### config.mk
export PLATFORM = sky130hd
export DESIGN_NAME = sram_burst_packer
export DESIGN_NICKNAME = d
export VERILOG_FILES = /design/src/rtl/sram_burst_packer_pkg.sv /design/src/rtl/sram_burst_packer.sv
export SDC_FILE = /design/constraint.sdc
export NUM_CORES = 1
export LEC_CHECK = 0
export CAP_MARGIN = 5
export CORE_AREA = 5 5 95 97
export CTS_CLUSTER_SIZE = 14
export DETAILED_ROUTE_END_ITERATION = 7
export DIE_AREA = 0 0 100 102
export PLACE_DENSITY = 0.78
export SLEW_MARGIN = 20
export SYNTH_ARGS = -nofsm -noshare
export SYNTH_HDL_FRONTEND = slang
export SYNTH_SLANG_ARGS = --single-unit
### constraint.sdc
create_clock -name i_clk -period 2.63 [get_ports i_clk]
set_input_delay 0.6575 -clock i_clk [delete_from_list [all_inputs] [get_ports i_clk]]
set_output_delay 0.6575 -clock i_clk [all_outputs]
set_load 0.1 [all_outputs]
### src/rtl/sram_burst_packer_pkg.sv
// Shared types and constants for the SRAM burst packer: FSM states, burst lane count,
// and the frame-length legality rule.
package sram_burst_packer_pkg;

  typedef enum logic [1:0] {
    StIdle,
    StFill,
    StDone
  } state_e;

  localparam int unsigned Lanes = 4;
  localparam int unsigned LaneW = $clog2(Lanes);

  // Frames must pack into whole bursts and fit the buffer without address wrap.
  function automatic bit frame_len_ok(input int unsigned frame_len, input int unsigned depth);
    return (depth % Lanes == 0) && (frame_len % Lanes == 0) &&
           (frame_len >= Lanes) && (frame_len <= depth);
  endfunction

endpackage

### src/rtl/sram_burst_packer.sv
// Packs a valid/ready sample stream into 4-lane SRAM write bursts, flushing a zero-padded
// final group and holding in DONE until the downstream reader releases the frame.
module sram_burst_packer
  import sram_burst_packer_pkg::*;
#(
  parameter int unsigned WIDTH     = 10,
  parameter int unsigned DEPTH     = 128,
  parameter int unsigned ADDRB     = $clog2(DEPTH),
  parameter int unsigned FRAME_LEN = DEPTH
) (
  input  logic             i_clk,
  input  logic             i_rst_n,
  input  logic             i_start,
  input  logic             i_release,
  input  logic             s_valid,
  input  logic [WIDTH-1:0] s_data,
  input  logic             s_last,
  output logic             s_ready,
  output logic             o_ena,
  output logic             o_wea,
  output logic [ADDRB-1:0] o_addr,
  output logic [WIDTH-1:0] o_dina_0,
  output logic [WIDTH-1:0] o_dina_1,
  output logic [WIDTH-1:0] o_dina_2,
  output logic [WIDTH-1:0] o_dina_3,
  output logic [ADDRB:0]   o_count,
  output logic             o_busy,
  output logic             o_done
);

  if (!frame_len_ok(FRAME_LEN, DEPTH)) begin : g_bad_cfg
    $fatal(1, "sram_burst_packer: illegal FRAME_LEN/DEPTH combination");
  end

  localparam logic [ADDRB:0]   FrameLenC = (ADDRB + 1)'(FRAME_LEN);
  localparam logic [ADDRB-1:0] BaseStep  = ADDRB'(Lanes);

  state_e                        state_q, state_d;
  logic [LaneW-1:0]              lane_q, lane_d;
  logic [Lanes-1:0][WIDTH-1:0]   stage_q, stage_d;
  logic [Lanes-1:0][WIDTH-1:0]   dina_q, dina_d;
  logic [ADDRB:0]                count_q, count_d;
  logic [ADDRB-1:0]              base_q, base_d;
  logic [ADDRB-1:0]              addr_q, addr_d;
  logic                          wea_q, wea_d;

  logic           accept;
  logic           frame_end;
  logic [ADDRB:0] count_inc;

  assign accept    = s_valid && (state_q == StFill);
  assign count_inc = count_q + 1'b1;
  assign frame_end = s_last || (count_inc == FrameLenC);

  always_comb begin
    state_d = state_q;
    lane_d  = lane_q;
    stage_d = stage_q;
    dina_d  = dina_q;
    count_d = count_q;
    base_d  = base_q;
    addr_d  = addr_q;
    wea_d   = 1'b0;

    unique case (state_q)
      StIdle: begin
        if (i_start) begin
          state_d = StFill;
          lane_d  = '0;
          count_d = '0;
          base_d  = '0;
          addr_d  = '0;
        end
      end
      StFill: begin
        if (accept) begin
          stage_d[lane_q] = s_data;
          count_d         = count_inc;
          lane_d          = lane_q + 1'b1;
          if ((lane_q == LaneW'(Lanes - 1)) || frame_end) begin
            // Lanes below the current index come from staging, the current one bypasses
            // staging, and anything above it is padding on a short final group.
            for (int i = 0; i < Lanes; i++) begin
              if (i < int'(lane_q)) begin
                dina_d[i] = stage_q[i];
              end else if (i == int'(lane_q)) begin
                dina_d[i] = s_data;
              end else begin
                dina_d[i] = '0;
              end
            end
            wea_d  = 1'b1;
            addr_d = base_q;
            base_d = base_q + BaseStep;
            lane_d = '0;
            if (frame_end) begin
              state_d = StDone;
            end
          end
        end
      end
      StDone: begin
        if (i_release) begin
          state_d = StIdle;
        end
      end
      default: state_d = StIdle;
    endcase
  end

  always_ff @(posedge i_clk or negedge i_rst_n) begin
    if (!i_rst_n) begin
      state_q <= StIdle;
      lane_q  <= '0;
      stage_q <= '0;
      dina_q  <= '0;
      count_q <= '0;
      base_q  <= '0;
      addr_q  <= '0;
      wea_q   <= 1'b0;
    end else begin
      state_q <= state_d;
      lane_q  <= lane_d;
      stage_q <= stage_d;
      dina_q  <= dina_d;
      count_q <= count_d;
      base_q  <= base_d;
      addr_q  <= addr_d;
      wea_q   <= wea_d;
    end
  end

  assign s_ready  = (state_q == StFill);
  assign o_busy   = (state_q == StFill);
  assign o_done   = (state_q == StDone);
  assign o_wea    = wea_q;
  assign o_ena    = wea_q;
  assign o_addr   = addr_q;
  assign o_count  = count_q;
  assign o_dina_0 = dina_q[0];
  assign o_dina_1 = dina_q[1];
  assign o_dina_2 = dina_q[2];
  assign o_dina_3 = dina_q[3];

endmodule

After elaboration in Yosys (flattened, before gate mapping)
Index checks and enable logic that the tools add are counted.
Word-level totals
  flip-flop bits (word level): 107
  word-level logic and storage cells: 79
  output and inout bits: 60
Operators by class
  eq/ne operators: 12
  muxes and demuxes: 33
  reductions and logical operators: 12
  $add $sub $neg: 3
  magnitude comparators: 5
Operators by type and width (number)
  10-bit 2-to-1 mux: 8
  40-bit bitwise mux: 1
  7-bit 2-to-1 mux: 5
  7-bit one-hot mux with 2 select lines: 2
  10-bit demux with 2-bit select: 1
  2-bit 2-to-1 mux: 8
  8-bit 2-to-1 mux: 2
  8-bit one-hot mux with 2 select lines: 1
  8-bit by 1-bit adder with 8-bit output, second input constant: 1
  8-bit equality test, second input constant: 1
  7-bit by 3-bit adder with 7-bit output, second input constant: 1
  2-bit by 1-bit != test with 1-bit output, second input constant: 3
  2-bit one-hot mux with 3 select lines: 1
  3-bit AND reduction: 2
  5-bit AND reduction: 1
  2-bit equality test, first input constant: 2
  2-bit equality test, second input constant: 2
  2-bit zero test: 2
  1-bit by 2-bit less-than comparator with 1-bit output, first input constant: 2
  2-bit != test, second input constant: 2
  2-bit one-hot mux with 2 select lines: 1
  4-bit AND reduction: 1
  2-bit by 3-bit less-than comparator with 1-bit output, second input constant: 1
  1-bit 2-to-1 mux: 3
  9 further kinds: 11

Depth between registers and ports, before layout
  depth after elaboration: 7
  gate-level depth with buffers: 8

Least setup slack after synthesis
OpenSTA, ideal clock, no wires.
  path kind: register -> register
  from: register count_q[3] (netlist: o_count[3])
  to: register base_q[5]
  clock period less this slack: 2778 ps
  data arrival time: 2705 ps
  cell stages (with the launch flop): 8
  required time: 2557 ps
  library setup time: 73 ps
  slack: -148 ps
  cell sequence: dfrtp_1 -> buf_4 -> nand4_2 -> or3_1 -> a221oi_2 -> nor2_2 -> or4_1 -> nand3_1
Between the ends
  longest elaborated chain between the ends: 6
Ends and longest elaborated chain
  from (decl): RTL line sram_burst_packer.sv:42  | logic [ADDRB:0] count_q, count_d;
  from (signal assigned): RTL line sram_burst_packer.sv:126  | count_q <= count_d;
  8-bit by 1-bit adder with 8-bit output: RTL line sram_burst_packer.sv:52  | assign count_inc = count_q + 1'b1;
  8-bit equality test: RTL line sram_burst_packer.sv:53  | assign frame_end = s_last || (count_inc == FrameLenC);
  1-bit logical OR: RTL line sram_burst_packer.sv:53
  1-bit logical OR: RTL line sram_burst_packer.sv:80  | if ((lane_q == LaneW'(Lanes - 1)) || frame_end) begin
  2-bit by 1-bit != test with 1-bit output (no line)
  4-bit AND reduction (no line)
  to (signal assigned): RTL line sram_burst_packer.sv:127  | base_q <= base_d;
  to (decl): RTL line sram_burst_packer.sv:43  | logic [ADDRB-1:0] base_q, base_d;
Every way passes these cells.
A chain may end at the register's enable or synchronous reset.

Final worst setup path
  from: register count_q[4] (netlist: o_count[4])
  to: register base_q[5]
The elaborated chain is that of the path after synthesis.

==> results.cfg <==
[drt]
num_vias = 2991
first_pass_iters = 4
vias_per_cell = 5.58
ant_nets = 0
wl_per_cell_um = 16.6
drtIter0Drc = 134
route.detailed.drc = 0
wirelength_um = 8880

[run_status]
status = completed

[cts]
cts_max_level = 3
cts_tree = done
cts_resized = 0
clkSinkCount = 93
clockBufferDepth = 2
path_clk_slew_ns = 0.10
cts-buffers-inserted = 9
cts_root_buffer = clkbuf_8
insertion_delay_ns = 0.35
cts_hold_buf = 0
post_cts_buffers = 0

[power_and_ir_drop]
swShare_pct = 49.5
pwr-share-seq_pct = 35.6
power_leakage_nw = 2.41
power_density_nw_per_um2 = 1260
p_int_w = 0.00316
switching_power_w = 0.00309
clockPowerShare_pct = 15.6
ir_worst_vdd_mv = 0.807
p_comb_share_pct = 48.8

[finish]
diodes = 0
final_net_count = 449
drive_gt1_share_pct = 29.7
area_delta_synth_final_pct = 22.7

[critical_path]
cp-end-kind = flip-flop
startpoint_type = flip-flop
r2r_end = base_q[5]
crit_type = flip-flop to flip-flop
r2r_setup_slack_ns = 0.38
timing.rr.start = o_count[4]
critPathArrivalTime_ns = 2.53
r2r_cells = 6
crit_required_ns = 2.91
crit_fanout = 8

[floorplanning]
start_util_pct = 50.2
ios = 76
design.core.area_um2 = 8050
core.rowCount = 33
dieArea_um2 = 10200
die_x_um = 100
die_h_um = 102

[logic_synthesis]
yosysUniqueCellTypes = 40
synth_top_area_share_pct = 57.6
synth_common_cells = 93 x dfrtp_1, 44 x nand2_1, 37 x o21ai_0
ys_ff_latch = 93
yosysTopAreaCell = dfrtp_1
synth_edf_count = 0
syn_inst = 355
syn_avg_cell_area_um2 = 11.4
yosys_warnings = 0
synth_area_leaders = dfrtp_1 58%, mux2_2 8.4%, o21ai_0 4.6%
synthFlopType = dfrtp_1
ys_async_sr_fraction_pct = 100
yosysMostFrequentCell = dfrtp_1
synth-seq-area-share_pct = 57.6
synth_area_um2 = 4040

[job]
cap_viol_max_count = 0

[timing]
fin_skew_ns = 0.0133
fmax_mhz = 445
period_share_pct = 85.5
maxSlewViolCount = 0
post-route-min-period_ns = 2.25
max-slew-margin-rel_pct = 52.1
grt_setup_unrepaired = no
hold_viol = 0
tightest_slew_ns = 0.717
whs_ns = 0.166
tns_ns = 0
finalSetupViolCount = 0

[grt]
grt_pass1_wl_um = 14500
grt_remaining_overflow = 0
met3_usage_pct = 2.18
grt_pass1_vias = 2930
met1_usage_pct = 24.6
busiest_layer = met2
antenna_found_initial = 0
grt_util_met2_pct = 29.6
grt_start_max_net_pins = 71
track_usage_pct = 17.9

[placement]
dp_hpwl_um = 6300
portBuffers = 73
routabilityCongestion = 0.793

[worst_hold_path]
holdCritPathClass = primary input to async pin
-- sequential cells by signal (all words and copies together) (netlist names) --
register,flops
stage_q,30
o_dina_0,10
o_dina_1,10
o_dina_2,10
o_dina_3,10
o_count,8
base_q,5
o_addr,5
lane_q,2
state_q,2
o_ena,1
-- worst max-delay path, stage by stage, from the launching register on --
cell and delay [ns]:
dfrtp_2 0.46, nand4_2 0.17, or3_1 0.39, a221oi_2 0.47, nor2_2 0.14, or4_1 0.48
nand3_1 0.09
-- worst max-delay path by stage --
stage / from / endpoint / depth (start not counted)
6_report: o_count[4] / base_q[5] / 6
5_1_grt: o_count[4] / base_q[5] / 6
4_1_cts: o_count[4] / base_q[5] / 6
3_5_place_dp: s_valid / stage_q[20] / 4
3_3_place_gp: s_valid / stage_q[28] / 4
2_1_floorplan: state_q[1] / stage_q[0] / 6
-- power by group through the flow --
| stage | clock [W] | combinational, W | sequential, W |
|---|---|---|---|
| after floorplan | 0 | 0.000919 | 0.00369 |
| after global placement | 0 | 0.00302 | 0.00223 |
| after detailed placement | 0 | 0.00307 | 0.00225 |
| after CTS | 0.000995 | 0.00307 | 0.00222 |
| after global routing | 0.00106 | 0.00321 | 0.00229 |
| final | 0.000973 | 0.00305 | 0.00223 |
-- stage by stage --
stage / total power (W) / area [um^2] / setup WS [ns] / util (%) / instances
after global placement: 0.00525 / 4750 / 0.305 / 59.0 / 520
after global routing: 0.00655 / 4960 / 0.228 / 61.6 / 536
final: 0.00625 / 4960 / 0.382 / 61.6 / 536
after floorplan: 0.00461 / 4050 / 0.151 / - / 356
after CTS: 0.00629 / 4960 / 0.384 / 61.6 / 536
after detailed placement: 0.00532 / 4750 / 0.222 / 59.0 / 520
-- cells by family (layout without fill, tap and decap cells) --
logic type | count (synthesis) | in the layout | synth area share, %
AOI/OAI and AO/OA | 95 | 95 | 15.2
DFF | 93 | 93 | 57.6
and+or+nand+nor | 87 | 87 | 10.3
muxes | 41 | 41 | 11.1
buffers and inverters | 31 | 106 | 3.53
adders and majority gates | 7 | 7 | 2.17
other | 1 | 2 | 0.0928
-- final cells by class --
class | instances | area [um^2]
fillers | 668 | 3090
flip-flops and latches | 93 | 2340
multi-input cells | 232 | 1580
repair buffers | 81 | 668
clock buffers | 10 | 138
well taps | 105 | 131
clock inverters | 6 | 70.1
inverters | 9 | 33.8
-- metal layers --
metal  wire, um  vias up
li1           -     1403
met1       3920     1519
met2       4540       58
met3        267       11
met4        152        0
met5          0        -
-- cell usage in the layout (no fill, tap or decap), types with 2 or more instances in the layout --
| master | instances |
|---|---|
| conb_1 | 2 |
| mux2i_1 | 11 |
| a22o_1 | 18 |
| clkinvlp_4 | 3 |
| buf_12 | 2 |
| nor2_1 | 7 |
| or2_2 | 3 |
| or4_1 | 2 |
| buf_4 | 65 |
| o41ai_1 | 3 |
| nand2_1 | 44 |
| inv_6 | 2 |
| o211ai_1 | 2 |
| o21ai_0 | 37 |
| dfrtp_1 | 86 |
| nor2b_1 | 2 |
| dfrtp_2 | 7 |
| a22oi_1 | 10 |
| ha_1 | 7 |
| clkbuf_8 | 10 |
| nand3_1 | 9 |
| inv_1 | 9 |
| a21oi_1 | 14 |
| o21ai_1 | 3 |
| clkdlybuf4s50_1 | 14 |
| nor4_1 | 2 |
| and3_1 | 11 |
| mux2_2 | 30 |
(Power assumes the default switching activity.)
